==> config.mk <==
export PLATFORM = sky130hd
export DESIGN_NAME = vitoria_seq
export DESIGN_NICKNAME = d
export VERILOG_FILES = /design/src/rtl/vitoria_seq.sv
export SDC_FILE = /design/constraint.sdc
export NUM_CORES = 1
export LEC_CHECK = 0
export ABC_CLOCK_PERIOD_IN_PS = 2200
export BUFFER_PORTS_ARGS = -buffer_cell sky130_fd_sc_hd__buf_2
export CORE_MARGIN = 1
export CORE_UTILIZATION = 40
export DETAILED_ROUTE_END_ITERATION = 8
export PLACE_DENSITY = 0.68
export SETUP_SLACK_MARGIN = 0.02
export SLEW_MARGIN = 20
export SYNTH_ARGS = -nofsm -noshare
export SYNTH_HDL_FRONTEND = slang
export SYNTH_SLANG_ARGS = --single-unit
export TNS_END_PERCENT = 20
==> constraint.sdc <==
create_clock -name clk -period 2.2 [get_ports clk]
set_clock_uncertainty 0.1 [all_clocks]
set_input_delay 0.22 -clock clk [delete_from_list [all_inputs] [get_ports clk]]
set_output_delay 0.22 -clock clk [all_outputs]
set_load 0.01 [all_outputs]
==> src/rtl/vitoria_seq.sv <==
// vitoria_seq: victory-screen ship sprite sequencer.
// One animation per start request: the ship rises from below the visible area
// to screen centre, holds there, optionally blinks, then reports done and
// waits for ack. Everything advances on a one-cycle frame tick, which is taken
// from the first blanking line of the shared VGA counters.
//
// Build option: define VITORIA_BLINK_EN to compile the BLINK phase. When it
// is undefined, HOLD goes straight to DONE and the sprite never blinks.
//
// state | meaning
// ------+--------------------------------------------------------------
// IDLE  | sprite hidden below the screen, waiting for start
// RISE  | POS_Y moves up by STEP per frame until it reaches the centre
// HOLD  | sprite parked at the centre for HOLD_FRAMES frames
// BLINK | sprite_en toggles every BLINK_PERIOD frames (optional build)
// DONE  | sprite visible at the centre, waiting for ack

module vitoria_seq #(
    parameter int SCALE        = 6,
    parameter int H_ACTIVE     = 640,
    parameter int V_ACTIVE     = 480,
    parameter int STEP         = 2,
    parameter int HOLD_FRAMES  = 120
`ifdef VITORIA_BLINK_EN
    ,
    parameter int BLINK_PERIOD = 15,
    parameter int BLINK_FRAMES = 120
`endif
) (
    input  logic       clk,
    input  logic       reset,
    input  logic [9:0] h_counter,
    input  logic [9:0] v_counter,
    input  logic       start,
    input  logic       ack,
    output logic [9:0] POS_X,
    output logic [9:0] POS_Y,
    output logic       sprite_en,
    output logic       busy,
    output logic       done
);

    localparam int SPRITE_PX  = 11 * SCALE;
    localparam int CENTER_X_I = (H_ACTIVE - SPRITE_PX) / 2;
    localparam int TARGET_Y_I = (V_ACTIVE - SPRITE_PX) / 2;

    localparam logic [9:0]  CENTER_X = 10'(CENTER_X_I);
    localparam logic [9:0]  TARGET_Y = 10'(TARGET_Y_I);
    localparam logic [9:0]  V_LINE   = 10'(V_ACTIVE);
    localparam logic [9:0]  STEP_Y   = 10'(STEP);
    localparam logic [9:0]  HOLD_LIM = 10'(HOLD_FRAMES);
    // Compare in 11 bits: "POS_Y - STEP <= TARGET_Y" rewritten so nothing
    // ever subtracts below zero.
    localparam logic [10:0] RISE_LIM = 11'(TARGET_Y_I + STEP);
`ifdef VITORIA_BLINK_EN
    localparam logic [9:0]  PERIOD_LIM = 10'(BLINK_PERIOD);
    localparam logic [9:0]  BLINK_LIM  = 10'(BLINK_FRAMES);
`endif

    typedef enum logic [2:0] {
        S_IDLE,
        S_RISE,
        S_HOLD,
`ifdef VITORIA_BLINK_EN
        S_BLINK,
`endif
        S_DONE
    } state_t;

    state_t     state, state_nxt;
    logic [9:0] pos_y, pos_y_nxt;
    logic       en, en_nxt;
    logic [9:0] cnt, cnt_nxt;
    logic [9:0] cnt_inc;
    logic       fcond, fcond_d, tick;
`ifdef VITORIA_BLINK_EN
    logic [9:0] phase, phase_nxt;
    logic [9:0] phase_inc;
`endif

    // The blanking condition can last several clocks; only its first clock
    // counts as the frame tick.
    assign fcond   = (h_counter == 10'd0) && (v_counter == V_LINE);
    assign tick    = fcond && !fcond_d;
    assign cnt_inc = cnt + 10'd1;
`ifdef VITORIA_BLINK_EN
    assign phase_inc = phase + 10'd1;
`endif

    // State, position, enable, counters and tick history; reset wins.
    always_ff @(posedge clk) begin
        if (!reset) begin
            state   <= S_IDLE;
            pos_y   <= V_LINE;
            en      <= 1'b0;
            cnt     <= 10'd0;
            fcond_d <= 1'b0;
`ifdef VITORIA_BLINK_EN
            phase   <= 10'd0;
`endif
        end else begin
            state   <= state_nxt;
            pos_y   <= pos_y_nxt;
            en      <= en_nxt;
            cnt     <= cnt_nxt;
            fcond_d <= fcond;
`ifdef VITORIA_BLINK_EN
            phase   <= phase_nxt;
`endif
        end
    end

    // Next-state and datapath updates; everything holds unless a tick or a
    // start/ack handshake moves it.
    always_comb begin
        state_nxt = state;
        pos_y_nxt = pos_y;
        en_nxt    = en;
        cnt_nxt   = cnt;
`ifdef VITORIA_BLINK_EN
        phase_nxt = phase;
`endif
        case (state)
            S_IDLE: begin
                pos_y_nxt = V_LINE;
                en_nxt    = 1'b0;
                cnt_nxt   = 10'd0;
`ifdef VITORIA_BLINK_EN
                phase_nxt = 10'd0;
`endif
                if (start) begin
                    state_nxt = S_RISE;
                    en_nxt    = 1'b1;
                end
            end
            S_RISE: begin
                if (tick) begin
                    if ({1'b0, pos_y} <= RISE_LIM) begin
                        pos_y_nxt = TARGET_Y;
                        cnt_nxt   = 10'd0;
                        state_nxt = S_HOLD;
                    end else begin
                        pos_y_nxt = pos_y - STEP_Y;
                    end
                end
            end
            S_HOLD: begin
                if (tick) begin
                    if (cnt_inc == HOLD_LIM) begin
                        cnt_nxt   = 10'd0;
`ifdef VITORIA_BLINK_EN
                        phase_nxt = 10'd0;
                        state_nxt = S_BLINK;
`else
                        en_nxt    = 1'b1;
                        state_nxt = S_DONE;
`endif
                    end else begin
                        cnt_nxt = cnt_inc;
                    end
                end
            end
`ifdef VITORIA_BLINK_EN
            S_BLINK: begin
                if (tick) begin
                    cnt_nxt   = cnt_inc;
                    phase_nxt = phase_inc;
                    if (phase_inc == PERIOD_LIM) begin
                        en_nxt    = !en;
                        phase_nxt = 10'd0;
                    end
                    // Always finish with the ship visible, whatever the phase.
                    if (cnt_inc == BLINK_LIM) begin
                        en_nxt    = 1'b1;
                        cnt_nxt   = 10'd0;
                        phase_nxt = 10'd0;
                        state_nxt = S_DONE;
                    end
                end
            end
`endif
            S_DONE: begin
                if (ack) begin
                    state_nxt = S_IDLE;
                    en_nxt    = 1'b0;
                    pos_y_nxt = V_LINE;
                    cnt_nxt   = 10'd0;
                end
            end
            default: begin
                state_nxt = S_IDLE;
                en_nxt    = 1'b0;
                pos_y_nxt = V_LINE;
                cnt_nxt   = 10'd0;
            end
        endcase
    end

    // Status comes straight from the registered state, so busy and done can
    // never be high together.
    always_comb begin
        POS_X     = CENTER_X;
        POS_Y     = pos_y;
        sprite_en = en;
        busy      = (state == S_RISE) || (state == S_HOLD)
`ifdef VITORIA_BLINK_EN
                    || (state == S_BLINK)
`endif
                    ;
        done      = (state == S_DONE);
    end

endmodule

[Word-level counts from Yosys, hierarchy flattened]
Index checks and enable logic that the tools add are counted.
Operators by class
  mux-type cells: 22
  order comparisons: 1
  eq/ne operators: 11
  $add $sub $neg: 2
  bitwise logic cells: 2
  reductions and logical operators: 10
Operators with widths (number)
  $mux W10: 8
  $pmux W10 S3: 2
  $mux W3: 6
  $ne A2 B2 Y1 const B: 6
  $pmux W3 S4: 1
  $add A10 B1 Y10 const B: 1
  $eq A10 B7 Y1 const B: 1
  $eq A10 B9 Y1 const B: 1
  $le A10 B8 Y1 const B: 1
  $logic_not A10 Y1: 1
  $sub A10 B2 Y10 const B: 1
  $reduce_and A4 Y1: 2
  $eq A3 B2 Y1 const B: 2
  $reduce_and A6 Y1: 1
  $mux W1: 4
  $pmux W1 S4: 1
  $eq A3 B1 Y1 const B: 1
  $logic_not A3 Y1: 1
  $reduce_and A3 Y1: 1
  $logic_and A1 B1 Y1: 2
  $not A1 Y1: 2
  $logic_not A1 Y1: 1
  $logic_or A1 B1 Y1: 1
Storage, ports and cells
  output and inout bits: 23
  flip-flop bits (word level): 25
  input port bits: 24

[Longest topological paths before layout]
Gate-level depths: netlist (run 1).
  depth after elaboration: 5
  mapped depth: 8

[Worst setup path before layout (run 1)]
OpenSTA, ideal clock, no wires.
  kind: register -> register
  start point: register state[0]
  end point: register pos_y[5], in the netlist POS_Y[5]
  setup time: 0.122 ns
  clock period less this slack: 2.330 ns
  arrival: 2.108 ns
  cell stages (with the launch flop): 8
  path slack: -0.130 ns
  path through: dfxtp_1 -> inv_1 -> ha_1 -> clkbuf_1 -> or4_1 -> o21bai_1 -> nand3b_1 -> a311o_1
Between the ends
  word-level cells in the longest chain between the ends: 3
  elaborated cells on any way between the ends: 8
Ends and longest elaborated chain
  from (decl): line 70  | state_t state, state_nxt;
  from (signal assigned): line 102  | state <= state_nxt;
  $eq A3 B1 Y1 or $eq A3 B2 Y1 (tied branches): line 123  | case (state)
  $ne A2 B2 Y1 (no line) or $not A1 Y1 (tied branches)
  $reduce_and A3 Y1 (no line)
  to (signal assigned): line 103  | pos_y <= pos_y_nxt;
  to (decl): line 71  | logic [9:0] pos_y, pos_y_nxt;
Parallel ways exist; a longest one is shown, timed or not.
A chain may end at the register's enable or synchronous reset.

[Worst setup path in the final report (run 1)]
  start point: register pos_y[5], in the netlist POS_Y[5]
  end point: register cnt[0]
Between the ends
  word-level cells in the longest chain between the ends: 3
Ends and longest elaborated chain
  $le A10 B8 Y1: line 138  | if ({1'b0, pos_y} <= RISE_LIM) begin
  $ne A2 B2 Y1 (no line)
  $reduce_and A4 Y1 (no line)
  to (signal assigned): line 105  | cnt <= cnt_nxt;
  to (decl): line 73  | logic [9:0] cnt, cnt_nxt;
Every way passes these cells.

==> flow_metrics.py, run 1 <==
metrics = {
    "run_status": {
        "status": "finished, final reports clean",
    },
    "timing": {
        "fmax_ghz": 0.4712,
        "drv_slew": 0,
        "setup_viol": 0,
        "final.period_utilization_pct": 96.46,
        "hold_violations": 0,
        "fin_crit_ns": 2.122,
        "rsz0062_at_grt": "yes",
        "timing.setup.tns_ns": 0,
    },
    "placed_design": {
        "dp_hpwl_um": 3080,
        "gp_congestion": 0.9286,
        "placed_cell_area_sq_mm": 0.002016,
        "io_buffers": 36,
        "placed_cells": 311,
    },
    "die": {
        "dieArea_sq_mm": 0.004348,
        "coreArea_sq_mm": 0.003799,
        "chipWidth_um": 65.94,
        "start_util_pct": 43.05,
        "die_y_um": 65.94,
        "boundaryPins": 47,
        "row_count": 22,
    },
    "worst_setup_path": {
        "required_ns": 2.31,
        "critPathLaunchType": "register",
        "worstPathMaxFanout": 5,
        "worstPathArrival_ns": 2.23,
        "crit_type": "reg -> reg",
        "cp-end-kind": "register",
    },
    "synth": {
        "synth_top_area_share_pct": 29.38,
        "synthXorXnorAreaFrac_pct": 2.142,
        "netlist_instances": 209,
        "syn_area_per_cell_sq_um": 7.824,
        "synth_largest_area_cell": "dfxtp_1",
        "syn-cell-area_sq_mm": 0.001635,
        "synth_simple_gate_area_share_pct": 34.12,
        "yosys-top-cells-area": "dfxtp_1 (29%), nand2_1 (6.0%), ha_1 (5.4%), a21oi_1 (4.9%), buf_4 (4.6%)",
        "yosysSeqAreaShare_pct": 29.38,
        "ys_ff_latch": 24,
        "synth_top_family_by_area": "simple AND/OR/NAND/NOR gates",
        "synth_cell_types": 45,
        "ys.flop_type": "dfxtp_1",
        "synth-edff-count": 0,
        "synthAdderAreaFrac_pct": 5.356,
        "ys_warn_count": 0,
        "synth-compound-area-share_pct": 18.52,
        "async_flop_share_pct": 0,
        "muxShareOfSynthArea_pct": 1.836,
    },
    "cells_and_area": {
        "nNetsFinal": 299,
        "final_cell_mix": "buf_2 (36), nand2_1 (26), buf_4 (24)",
        "final_common_cell": "buf_2",
        "drive_gt1_share_pct": 31.46,
        "final_cell_area_sq_mm": 0.002125,
        "syn_to_final_growth_pct": 29.92,
        "fin_cells": 315,
        "antenna_cells": 0,
        "utilization_pct": 55.93,
    },
    "clocking": {
        "insertion_delay_ns": 0.27,
        "clk_pin_slew_worst_paths_ns": 0.09,
        "clkSinkCount": 24,
        "cts_buffers": 3,
        "cts_tree": "built",
        "cts_hold_buf": 0,
        "clockBufferDepth": 2,
        "root_buffer": "clkbuf_8",
        "htree_levels": 1,
    },
    "routing": {
        "drtAntennaViolNets": 0,
        "postRouteWirelength_um": 4118,
        "drt_iter0_markers": 73,
        "vias_per_cell": 5.362,
        "drc": 0,
        "firstDrtPassIters": 4,
        "avgRoutedWirePerCell_um": 13.07,
        "vias": 1689,
    },
    "global_route": {
        "grtUsageTotal_pct": 19.64,
        "gr-total-overflow": 0,
        "antenna_found_initial": 0,
        "grt_pass1_vias": 1537,
        "grt_pass1_wl_um": 6720,
        "grt_max_degree": 19,
    },
    "pwr": {
        "powerDensity_mw_per_mm2": 978.0,
        "leakage_uw": 0.0008331,
        "finalPower_uw": 2078,
        "ir_drop_v": 0.0004863,
    },
    "run": {
        "cap_violations": 0,
    },
    "min_path": {
        "hold_class": "in -> reg",
    },
}
## flip-flops by register name, summed over array words and instances (netlist names)
register and flops:
fcond_d 1, POS_Y 10, sprite_en 1, cnt 10
state 2
## where the power goes
group	internal [uW]	total, uW	switching (uW)
combinational	575	1210	639
sequential	499	552	53.1
clock	160	312	152
total	1230	2080	844
## what timing repair did
action,4_1_cts,5_1_grt
endpoints found under the hold margin,0,0
endpoints found under the setup margin,0,14
gates resized for setup,0,11
setup buffers,0,0
## synth_stat cells, types with 3 or more instances
library cell	number
or3_1	6
o22ai_1	4
dfxtp_1	24
ha_1	7
nor2b_1	4
nor3_1	10
nand2_1	26
nor4_1	5
o2bb2ai_1	3
nand3_1	14
nand3b_1	3
mux2i_1	3
or4_1	4
o21ai_1	3
inv_1	8
a21o_1	4
a21oi_1	16
clkbuf_1	4
nor2_1	13
nand4b_1	3
buf_4	10
o21bai_1	3
xor2_1	4
## cell families after synthesis
group | count (synthesis)
adders and majority gates | 7
xor gates and xnor gates | 4
buffers and inverters | 25
DFF | 24
other | 2
muxes | 3
and+or+nand+nor | 102
AOI/OAI and AO/OA | 42
## metal layers
metal | track usage [%] | wire (um) | vias up
met5 | 0 | 0 | -
met4 | 6.915 | 49 | 0
met3 | 2.759 | 221 | 4
met2 | 29.85 | 1723 | 61
met1 | 27.97 | 2122 | 766
li1 | - | - | 858
## layout make-up
class                   instances  area (sq um)
fillers                       352          1674
well taps                      48         60.06
repair buffers                 62         382.9
clock buffers                   4         55.05
flip-flops and latches         24         483.0
inverters                       9         33.78
multi-input cells             168          1110
## through the flow
| stage | hold slack [ns] | worst slack (ns) |
|---|---|---|
| after floorplan | 0.2779 | 0.03125 |
| after global placement | 0.3630 | 0.04701 |
| after detailed placement | 0.3658 | -0.01902 |
| after CTS | 0.1207 | 0.02759 |
| after global routing | 0.1399 | 0.01067 |
| final | 0.1313 | 0.07786 |
## path summary, 6_finish.rpt
| path | to | slack [ns] | depth (start not counted) | from |
|---|---|---|---|---|
| setup / recovery | cnt[0]$_SDFFE_PN0P_ | 0.08 | 6 | POS_Y[5]$_SDFFE_PN1P_ |
| hold / removal | fcond_d$_SDFF_PN0_ | 0.13 | 4 | h_counter[7] |
| setup reg to reg | cnt[0]$_SDFFE_PN0P_ | 0.08 | 6 | POS_Y[5]$_SDFFE_PN1P_ |
| hold reg to reg | cnt[9]$_SDFFE_PN0P_ | 0.38 | 2 | cnt[9]$_SDFFE_PN0P_ |
## critical path: stages (launching register included)
cell,delay (ns)
dfxtp_1,0.34
or4_4,0.56
a211oi_4,0.31
o32ai_4,0.14
buf_6,0.14
or3_1,0.33
a21oi_1,0.12
No activity file was read; power rests on OpenSTA's default activity.
==> run 2: changes to the inputs <==
--- a/config.mk
+++ b/config.mk
@@ -7,10 +7,9 @@
 export LEC_CHECK = 0
 export ABC_CLOCK_PERIOD_IN_PS = 2200
 export BUFFER_PORTS_ARGS = -buffer_cell sky130_fd_sc_hd__buf_2
-export CORE_MARGIN = 1
-export CORE_UTILIZATION = 40
+export CORE_UTILIZATION = 47
 export DETAILED_ROUTE_END_ITERATION = 8
-export PLACE_DENSITY = 0.68
+export PLACE_DENSITY = 0.77
 export SETUP_SLACK_MARGIN = 0.02
 export SLEW_MARGIN = 20
 export SYNTH_ARGS = -nofsm -noshare
==> flow_metrics.py, run 2 (same netlist as run 1, synthesis figures left out) <==
metrics = {
    "run_status": {
        "status": "finished, final reports clean",
    },
    "global_route": {
        "antenna_found_initial": 0,
        "grt_pass1_wl_um": 6161,
        "grt_max_degree": 19,
        "grt_pass1_vias": 1426,
        "gr-total-overflow": 0,
        "grtUsageTotal_pct": 22.31,
    },
    "die": {
        "coreArea_sq_mm": 0.003337,
        "chipWidth_um": 60.99,
        "die_y_um": 60.99,
        "row_count": 21,
        "boundaryPins": 47,
        "dieArea_sq_mm": 0.003719,
        "start_util_pct": 49.01,
    },
    "worst_setup_path": {
        "crit_family": "compound AO/OA/AOI/OAI gates",
        "worstPathMaxFanout": 5,
        "critPathLaunchType": "register",
        "required_ns": 2.38,
        "critPathLaunch": "cnt[0]$_SDFFE_PN0P_",
        "rr_startpoint": "cnt[0]$_SDFFE_PN0P_",
        "cp-end-kind": "register",
        "critPathBufInv": 2,
        "slowest_delay_ns": 0.36,
        "worstPathCellList": "ha_4 -> buf_4 -> and4b_1 -> mux2i_1 -> o22ai_2 -> a21o_1 -> buf_6 -> or3_1 -> a21oi_2",
        "worstPathArrival_ns": 2.36,
        "slowest_stage": "dfxtp_2",
        "crit_type": "reg -> reg",
    },
    "clocking": {
        "clkSinkCount": 24,
        "root_buffer": "clkbuf_4",
        "cts_tree": "built",
        "htree_levels": 1,
        "clockBufferDepth": 2,
        "cts_buffers": 3,
        "insertion_delay_ns": 0.33,
        "clk_pin_slew_worst_paths_ns": 0.14,
    },
    "routing": {
        "dr_wl_met3_um": 253,
        "vias_per_cell": 5.495,
        "drc": 0,
        "drtAntennaViolNets": 0,
        "postRouteWirelength_um": 4204,
        "drt_iter0_markers": 107,
        "routed-wl-met2_um": 1901,
        "highest_layer": "met4",
        "avgRoutedWirePerCell_um": 13.52,
        "vias": 1709,
        "firstDrtPassIters": 4,
        "drt-met1-wl_um": 1968,
    },
    "cells_and_area": {
        "drive_gt1_share_pct": 33.21,
        "syn_to_final_growth_pct": 29.69,
        "nNetsFinal": 298,
        "antenna_cells": 0,
        "final_cell_mix": "buf_2 (36), nand2_1 (26), buf_4 (23)",
        "final_cell_area_sq_mm": 0.002121,
        "fillers": 288,
        "final_common_cell": "buf_2",
    },
    "timing": {
        "fin_crit_ns": 2.177,
        "setup_viol": 0,
        "fmax_ghz": 0.4593,
        "timing.setup.tns_ns": 0,
        "final.period_utilization_pct": 98.96,
        "rsz0062_at_grt": "yes",
        "drv_slew": 0,
        "hold_violations": 0,
    },
    "pwr": {
        "leakage_uw": 0.0008146,
        "ir_drop_v": 0.0006294,
        "powerDensity_mw_per_mm2": 921.1,
        "finalPower_uw": 1953,
    },
    "min_path": {
        "holdCritStartpoint": "h_counter[7]",
        "hold_class": "in -> reg",
    },
    "run": {
        "cap_violations": 0,
    },
    "placed_design": {
        "io_buffers": 36,
        "gp_congestion": 0.8517,
        "dp_hpwl_um": 3106,
        "placed_cell_area_sq_mm": 0.001983,
    },
}
==> run 2: area by class of cell <==
type | count | area, sq um | area share (%)
multi-input combinational | 168 | 1145 | 53.98
clock buffer | 3 | 22.52 | 1.062
tap | 46 | 57.56 | 2.714
inverter | 9 | 33.78 | 1.593
sequential | 24 | 486.7 | 22.95
timing repair buffer | 61 | 375.4 | 17.70
==> run 2: tightest hold or removal path: cells and delay by family <==
kind                   cells  cell delay [ns]
buffers and inverters      1             0.08
AND/OR/NAND/NOR            3             0.14
==> run 2: routing by layer <==
layer | track usage, % | vias to the layer above
li1 | - | 854
met1 | 30.61 | 775
met2 | 36.11 | 73
met3 | 2.345 | 7
met4 | 8.442 | 0
met5 | 0 | -
==> run 2: metrics by stage <==
step	util [%]	cells	setup WS (ns)	hold slack, ns
after floorplan	-	217	0.03125	0.2779
after global placement	59.43	305	0.03429	0.3604
after detailed placement	59.43	305	-0.05416	0.3690
after CTS	60.11	308	0.02941	0.03556
after global routing	63.55	311	-0.08508	0.04126
final	63.55	311	0.02292	0.02999
==> run 2: report_power, final <==
part / switching, uW / total [uW] / internal (uW)
clock: 141 / 205 / 64.5
combinational: 630 / 1180 / 553
sequential: 63.2 / 565 / 502
total: 834 / 1950 / 1120
==> run 2: final timing paths <==
check	endpoint	slack, ns	cells past startpoint
setup / recovery	cnt[0]$_SDFFE_PN0P_	0.02	9
hold / removal	fcond_d$_SDFF_PN0_	0.03	4
setup reg to reg	cnt[0]$_SDFFE_PN0P_	0.02	9
hold reg to reg	cnt[9]$_SDFFE_PN0P_	0.39	2
==> run 2: timing repair <==
action                                  4_1_cts  5_1_grt
hold buffers                                  0        0
endpoints found under the setup margin        0       17
endpoints found under the hold margin         0        0
gates resized for setup                       0       19
setup buffers                                 0        3
